## config.mk

```make
export PLATFORM = sky130hd
export DESIGN_NAME = final_adder_stage_4
export DESIGN_NICKNAME = d
export VERILOG_FILES = /design/src/rtl/final_adder_stage_4.sv
export SDC_FILE = /design/constraint.sdc
export NUM_CORES = 1
export LEC_CHECK = 0
export ABC_AREA = 1
export CAP_MARGIN = 10
export CORE_ASPECT_RATIO = 1.4
export CORE_MARGIN = 2
export CORE_UTILIZATION = 60
export CTS_CLUSTER_DIAMETER = 40
export CTS_CLUSTER_SIZE = 30
export DETAILED_ROUTE_END_ITERATION = 10
export MAX_ROUTING_LAYER = met4
export PLACE_DENSITY = 0.89
export SYNTH_ARGS = -nofsm -noshare
export SYNTH_HDL_FRONTEND = slang
export SYNTH_SLANG_ARGS = --single-unit
export TNS_END_PERCENT = 100
```

## constraint.sdc

```tcl
create_clock -name clk -period 23.4 [get_ports clk]
set_input_delay 4.68 -clock clk [delete_from_list [all_inputs] [get_ports clk]]
set_output_delay 4.68 -clock clk [all_outputs]
set_load 0.02 [all_outputs]
```

## src/rtl/final_adder_stage_4.sv

```systemverilog
// final_adder_stage_4 -- terminal stage of the final-adder pipeline.
//
// Accepts float pairs from stage 3 on its one-cycle done strobe and buffers
// them in a small FIFO. Each pair is summed by a fixed-latency fp_add core,
// and each sum is offered downstream on a valid/ready handshake. Stage 3 is
// never back-pressured. When a pair arrives and cannot be stored, it is
// dropped.
//
// Ports:
//   clk, rst                 clock, synchronous active-high reset (also fp_add aclr)
//   clk_en                   global enable; low freezes the whole block
//   in_done                  single-cycle strobe, operands valid with it
//   to_add_one, to_add_two   IEEE-754 single addends
//   sum, sum_valid           result and its valid flag (held until accepted)
//   sum_ready                downstream accept
//   busy                     registered: FSM not IDLE or FIFO non-empty
//   overflow                 sticky dropped-pair flag; exists only when the
//                            macro FINAL_ADDER_OVERFLOW_FLAG_EN is defined
//
// fp_add (in this file) is a single-precision adder with round-to-nearest-even.
// Denormal inputs and outputs are flushed to zero. Its output is valid
// LATENCY enabled cycles after its operands become stable.

module fp_add #(
  parameter int LATENCY = 7
) (
  input  logic        clk,
  input  logic        aclr,
  input  logic        clk_en,
  input  logic [31:0] dataa,
  input  logic [31:0] datab,
  output logic [31:0] result
);
  logic [31:0]       x, y, sum_comb;
  logic [7:0]        ex, ey, d;
  logic [4:0]        sh, lz;
  logic [26:0]       xm, ym, ys_raw, lost, ys, n;
  logic [27:0]       s;
  logic [24:0]       mr;
  logic [22:0]       mant;
  logic signed [9:0] e_norm;
  logic              eff_sub, round_up;

  always_comb begin
    // Order the operands by magnitude so the alignment shift is never negative.
    if (dataa[30:0] >= datab[30:0]) begin
      x = dataa;
      y = datab;
    end else begin
      x = datab;
      y = dataa;
    end
    ex      = x[30:23];
    ey      = y[30:23];
    eff_sub = x[31] ^ y[31];
    xm      = {(ex != 8'd0), x[22:0], 3'b000};
    ym      = (ey != 8'd0) ? {1'b1, y[22:0], 3'b000} : 27'd0;
    d       = ex - ey;
    sh      = (d > 8'd26) ? 5'd27 : d[4:0];
    ys_raw  = ym >> sh;
    lost    = ym & ~({27{1'b1}} << sh);
    ys      = {ys_raw[26:1], ys_raw[0] | (|lost)};
    s       = eff_sub ? ({1'b0, xm} - {1'b0, ys}) : ({1'b0, xm} + {1'b0, ys});
    lz      = 5'd0;
    for (int i = 0; i < 27; i++) begin
      if (s[i]) lz = 5'(26 - i);
    end
    if (s[27]) begin
      n      = {s[27:2], s[1] | s[0]};
      e_norm = $signed({2'b00, ex}) + 10'sd1;
    end else begin
      n      = s[26:0] << lz;
      e_norm = $signed({2'b00, ex}) - $signed({5'b00000, lz});
    end
    // Guard/round/sticky live in n[2:0]; ties go to even.
    round_up = n[2] & (n[1] | n[0] | n[3]);
    mr       = {1'b0, n[26:3]} + {24'd0, round_up};
    if (mr[24]) begin
      mant   = mr[23:1];
      e_norm = e_norm + 10'sd1;
    end else begin
      mant   = mr[22:0];
    end

    if (ex == 8'hFF) begin
      if (x[22:0] != 23'd0 || (ey == 8'hFF && eff_sub)) sum_comb = 32'h7FC0_0000;
      else                                              sum_comb = {x[31], 8'hFF, 23'd0};
    end else if (s == 28'd0) begin
      sum_comb = {x[31] & y[31], 31'd0};
    end else if (e_norm >= 10'sd255) begin
      sum_comb = {x[31], 8'hFF, 23'd0};
    end else if (e_norm <= 10'sd0) begin
      sum_comb = {x[31], 31'd0};
    end else begin
      sum_comb = {x[31], e_norm[7:0], mant};
    end
  end

  // LATENCY-1 register stages after the combinational core. The result is
  // sampled by the consumer on the LATENCY-th enabled edge.
  generate
    if (LATENCY > 1) begin : g_pipe
      logic [31:0] pipe [LATENCY-1];
      always_ff @(posedge clk) begin
        if (aclr) begin
          for (int i = 0; i < LATENCY-1; i++) pipe[i] <= '0;
        end else if (clk_en) begin
          pipe[0] <= sum_comb;
          for (int i = 1; i < LATENCY-1; i++) pipe[i] <= pipe[i-1];
        end
      end
      assign result = pipe[LATENCY-2];
    end else begin : g_comb
      assign result = sum_comb;
    end
  endgenerate
endmodule

module final_adder_stage_4 #(
  parameter int FLOAT_DATA_WIDTH = 32,
  parameter int ADD_LATENCY      = 7,
  parameter int FIFO_DEPTH       = 4,
  parameter int PTR_WIDTH        = 2
) (
  input  logic                        clk,
  input  logic                        rst,
  input  logic                        clk_en,
  input  logic                        in_done,
  input  logic [FLOAT_DATA_WIDTH-1:0] to_add_one,
  input  logic [FLOAT_DATA_WIDTH-1:0] to_add_two,
  output logic [FLOAT_DATA_WIDTH-1:0] sum,
  output logic                        sum_valid,
  input  logic                        sum_ready,
  output logic                        busy
`ifdef FINAL_ADDER_OVERFLOW_FLAG_EN
  ,
  output logic                        overflow
`endif
);
  localparam int W     = FLOAT_DATA_WIDTH;
  localparam int CW    = PTR_WIDTH + 1;
  localparam int CNT_W = (ADD_LATENCY > 1) ? $clog2(ADD_LATENCY) : 1;

  typedef enum logic [1:0] {IDLE, ADD, OUT} state_t;

  state_t                 state, state_next;
  logic [CNT_W-1:0]       cnt;
  logic [PTR_WIDTH-1:0]   wr_ptr, rd_ptr;
  logic [CW-1:0]          count, count_next;
  logic [2*W-1:0]         mem [FIFO_DEPTH];
  logic [2*W-1:0]         head;
  logic [W-1:0]           op_a, op_b, add_result;
  logic                   fifo_empty, fifo_full, handshake, pop, push, cnt_last;

  assign fifo_empty = (count == '0);
  assign fifo_full  = (count == CW'(FIFO_DEPTH));
  assign head       = mem[rd_ptr];
  assign cnt_last   = (cnt == CNT_W'(ADD_LATENCY - 1));
  assign handshake  = (state == OUT) && sum_valid && sum_ready;
  assign pop        = clk_en && !fifo_empty && ((state == IDLE) || handshake);
  // A full FIFO still takes a pair when the head leaves on the same edge.
  assign push       = clk_en && in_done && (!fifo_full || pop);
  assign count_next = count + CW'(push) - CW'(pop);

  always_comb begin
    state_next = state;
    case (state)
      IDLE:    if (!fifo_empty) state_next = ADD;
      ADD:     if (cnt_last) state_next = OUT;
      OUT:     if (handshake) state_next = fifo_empty ? IDLE : ADD;
      default: state_next = IDLE;
    endcase
  end

  always_ff @(posedge clk) begin
    if (push) mem[wr_ptr] <= {to_add_one, to_add_two};
  end

  always_ff @(posedge clk) begin
    if (rst) begin
      state     <= IDLE;
      cnt       <= '0;
      wr_ptr    <= '0;
      rd_ptr    <= '0;
      count     <= '0;
      op_a      <= '0;
      op_b      <= '0;
      sum       <= '0;
      sum_valid <= 1'b0;
      busy      <= 1'b0;
    end else if (clk_en) begin
      state <= state_next;
      count <= count_next;
      busy  <= (state_next != IDLE) || (count_next != '0);
      if (push) wr_ptr <= wr_ptr + PTR_WIDTH'(1);
      if (pop) begin
        rd_ptr <= rd_ptr + PTR_WIDTH'(1);
        op_a   <= head[2*W-1:W];
        op_b   <= head[W-1:0];
        cnt    <= '0;
      end
      if (state == ADD) begin
        cnt <= cnt + CNT_W'(1);
        if (cnt_last) begin
          sum       <= add_result;
          sum_valid <= 1'b1;
        end
      end
      if (handshake) sum_valid <= 1'b0;
    end
  end

`ifdef FINAL_ADDER_OVERFLOW_FLAG_EN
  always_ff @(posedge clk) begin
    if (rst)                              overflow <= 1'b0;
    else if (clk_en && in_done && !push)  overflow <= 1'b1;
  end
`endif

  fp_add #(.LATENCY(ADD_LATENCY)) u_fp_add (
    .clk    (clk),
    .aclr   (rst),
    .clk_en (clk_en && (state == ADD)),
    .dataa  (op_a),
    .datab  (op_b),
    .result (add_result)
  );
endmodule

```

==> impl_results.md <==
- Status: completed
- Hold-fix buffers at CTS: 0
- Crit Path Max Fanout: 110
- Worst reg2reg setup slack: 9.72 ns
- RSZ-0062 raised after global routing: no
- Commonest non-fill, non-tap cell in the layout: nand2_1
- CTS tree: done
- DRC: 0
- Async S/R FF share, synth: 0%
- Initial antenna violation count: 0
- Required @ worst endpoint: 23.73 ns
- Inst Count DP: 4364
- First-pass GRT wire length: 126000 µm
- Clock Skews: 0.0322 ns
- Area added between synthesis and finish: 8.40%
- Port Buffers: 102
- Worst slew pin tran: 1.10 ns
- Clk slew on worst S/H paths: 0.08 ns
- Startpoint types: register
- Sequential fraction of the synthesis area: 48.8%
- Max stage delay cell, worst path: ha_1
- CP Capture Type: register
- Final Wtd Congestion: 1.03
- Post-DP HPWL: 56100 µm
- Pin count of the biggest net entering global routing: 111
- Psw: 2.71 mW
- Die H: 278 µm
- Crit share post-route: 58.5%
- Maximum clock rate: 0.0731 GHz
- Vias in the first global route: 24700
- Leakage power: 14.7 nW
- Post-Syn Area per Cell: 8.67 µm²
- Cell with the most instances on the worst path: nand2_1
- Max-cap violations: 0
- Syn_nets: 3870
- WP data arrival: 14.01 ns
- Root Buffer: clkbuf_16
- Cell count after synthesis: 3700
- Iteration-0 DRC Markers: 1902
- Internal power: 2.50 mW
- Max stage delay on crit path: 0.77 ns
- Sequential power share: 22.1%
- Vias: 25400
- CTS Buffer Depth: 3
- Average wire per standard cell: 18.0 µm
- GR Overflow Total: 0
- Ant. Diodes: 0
- Rows: 100
- Placed Area: 0.0331 mm²
- Routed Wire Length: 80200 µm
- Endpoints failing hold: 0
- Pwr per Cell Area: 150 mW/mm²
- Min-delay worst type: reg2reg
- Die W: 199 µm
- Gr usage total: 29.8%
- Routed Antenna Nets: 0
- Post-route cell area: 0.0348 mm²
- Num CTS Buffers: 45
- IO Pins: 103
- Clk sinks: 558
- Ys Warns: 0
- Commonest non-fill, non-tap cells in the layout: 573 x nand2_1, 517 x nor2_1, 455 x inv_1
- Post-CTS Resized: 0
- Clk_lat worst skew: 0.62 ns
- Peak supply drop: 108 µV
- Hold-critical path depth: 2
- Switching Share: 52.0%
- Final setup vio count: 0
- Die Area: 0.0554 mm²
- Slew HR: 26.6%
- Share of cells above drive strength 1: 10.4%
- Combinational power share: 61.8%
- Fin. max-slew vios: 0
- Main synth FF type: edfxtp_1
- Clk pwr share: 16.1%
- TritonRoute pass-1 iters: 6
- Postcts setup bufs: 0
- EDFF count, synth: 448
- Via-to-Cell Ratio: 5.72
- Critical path type: reg2reg
- Core area: 0.0531 mm²
- Mapped cell area: 0.0321 mm²
- Nets: 3867
- Synth Register Bits: 558
- H-tree level count: 2
- Worst R2R Path Depth: 75
- Final core occ: 65.6%
- Starting Density: 60.5%
- Post-route minimum period: 13.68 ns
- Post-synth cell types: 79
- Post-Layout Cell Count: 4448
- Setup TNS: 0 ns
[routing by layer]
metal,wire (µm),track usage (%),vias to the layer above
met4,5470,17.7,0
li1,-,-,12300
met3,4280,3.34,295
met1,28500,31.4,11800
met2,42000,53.2,1050
met5,0,-,-
[worst max-delay path, delay by kind of cell, from the launching register on]
kind | cells | cell delay, ns
buf+inv | 10 | 1.67
simple gates | 47 | 6.97
flops | 1 | 0.33
compound gates | 15 | 2.99
fa+ha+maj | 3 | 1.33
[synth_stat cells (all sizes together) (2+ instances only)]
cell type,n,area (µm²)
dfxtp,110,2200
nand3,353,2090
nand3b,5,37.5
o21a,4,31.3
a21oi,161,881
nor3b,2,20.0
inv,488,1840
ha,98,1230
buf,53,533
o22ai,56,350
edfxtp,448,13500
a221oi,2,17.5
a211oi,6,45.0
and2,4,27.5
a21o,3,37.5
or2,11,68.8
a31oi,19,119
nor2,561,2430
clkbuf,117,563
o32ai,2,17.5
o31ai,5,37.5
o311ai,2,17.5
nand4,39,256
a21boi,2,18.8
nor3,19,110
o211ai,15,123
xor2,44,412
fa,3,60.1
nor4,5,31.3
xnor2,9,78.8
o21ai,353,1830
nand2,668,2890
clkinv,15,68.8
a22oi,7,52.6
o21bai,3,22.5
[logic make-up after synthesis]
logic type               share of synthesized area, %
AO/OA/AOI/OAI                                    11.4
AND/OR/NAND/NOR                                  24.9
flip-flops                                       48.8
adder cells (fa/ha/maj)                          4.01
buffers and inverters                            9.41
XOR/XNOR                                         1.53
multiplexers                                   0.0312
[power groups by stage]
stage | clock network (mW) | logic, mW | registers, mW
floorplan | 0 | 2.52 | 1.16
finish | 0.839 | 3.22 | 1.15
global placement | 0 | 3.11 | 1.17
detailed placement | 0 | 3.13 | 1.17
CTS | 0.846 | 3.16 | 1.15
global route | 0.880 | 3.52 | 1.15
[stage by stage]
step	setup WS (ns)	hold slack, ns	power [mW]
floorplan	12.87	0.447	3.69
global placement	10.33	0.451	4.28
detailed placement	10.0	0.459	4.30
CTS	9.91	0.477	5.15
global route	8.39	0.491	5.56
finish	9.72	0.474	5.21
[state kept, by name, summed over array words and instances (netlist names), 2 cells and up]
register / count
mem: 256
u_fp_add.g_pipe.pipe: 192
op_a: 32
op_b: 32
sum: 32
cnt: 3
count: 3
rd_ptr: 2
state: 2
wr_ptr: 2
[area by class of cell]
cell class	count	area, µm²
Sequential cell	558	15700
Inverter	503	1920
Fill cell	4053	18300
Clock buffer	50	1160
Timing Repair Buffer	121	1160
Tap cell	714	893
Clock inverter	34	529
Multi-Input combinational cell	2468	13400
[final timing paths]
check | from | end
max | op_b[23]$_SDFFE_PP0P_ | u_fp_add.g_pipe.pipe[0][14]$_SDFFCE_PP0P_
min | u_fp_add.g_pipe.pipe[5][8]$_SDFFCE_PN0P_ | sum[8]$_SDFFE_PP0P_
max reg2reg | op_b[23]$_SDFFE_PP0P_ | u_fp_add.g_pipe.pipe[0][14]$_SDFFCE_PP0P_
min reg2reg | u_fp_add.g_pipe.pipe[5][8]$_SDFFCE_PN0P_ | sum[8]$_SDFFE_PP0P_
No activity file was read; power rests on OpenSTA's default activity.
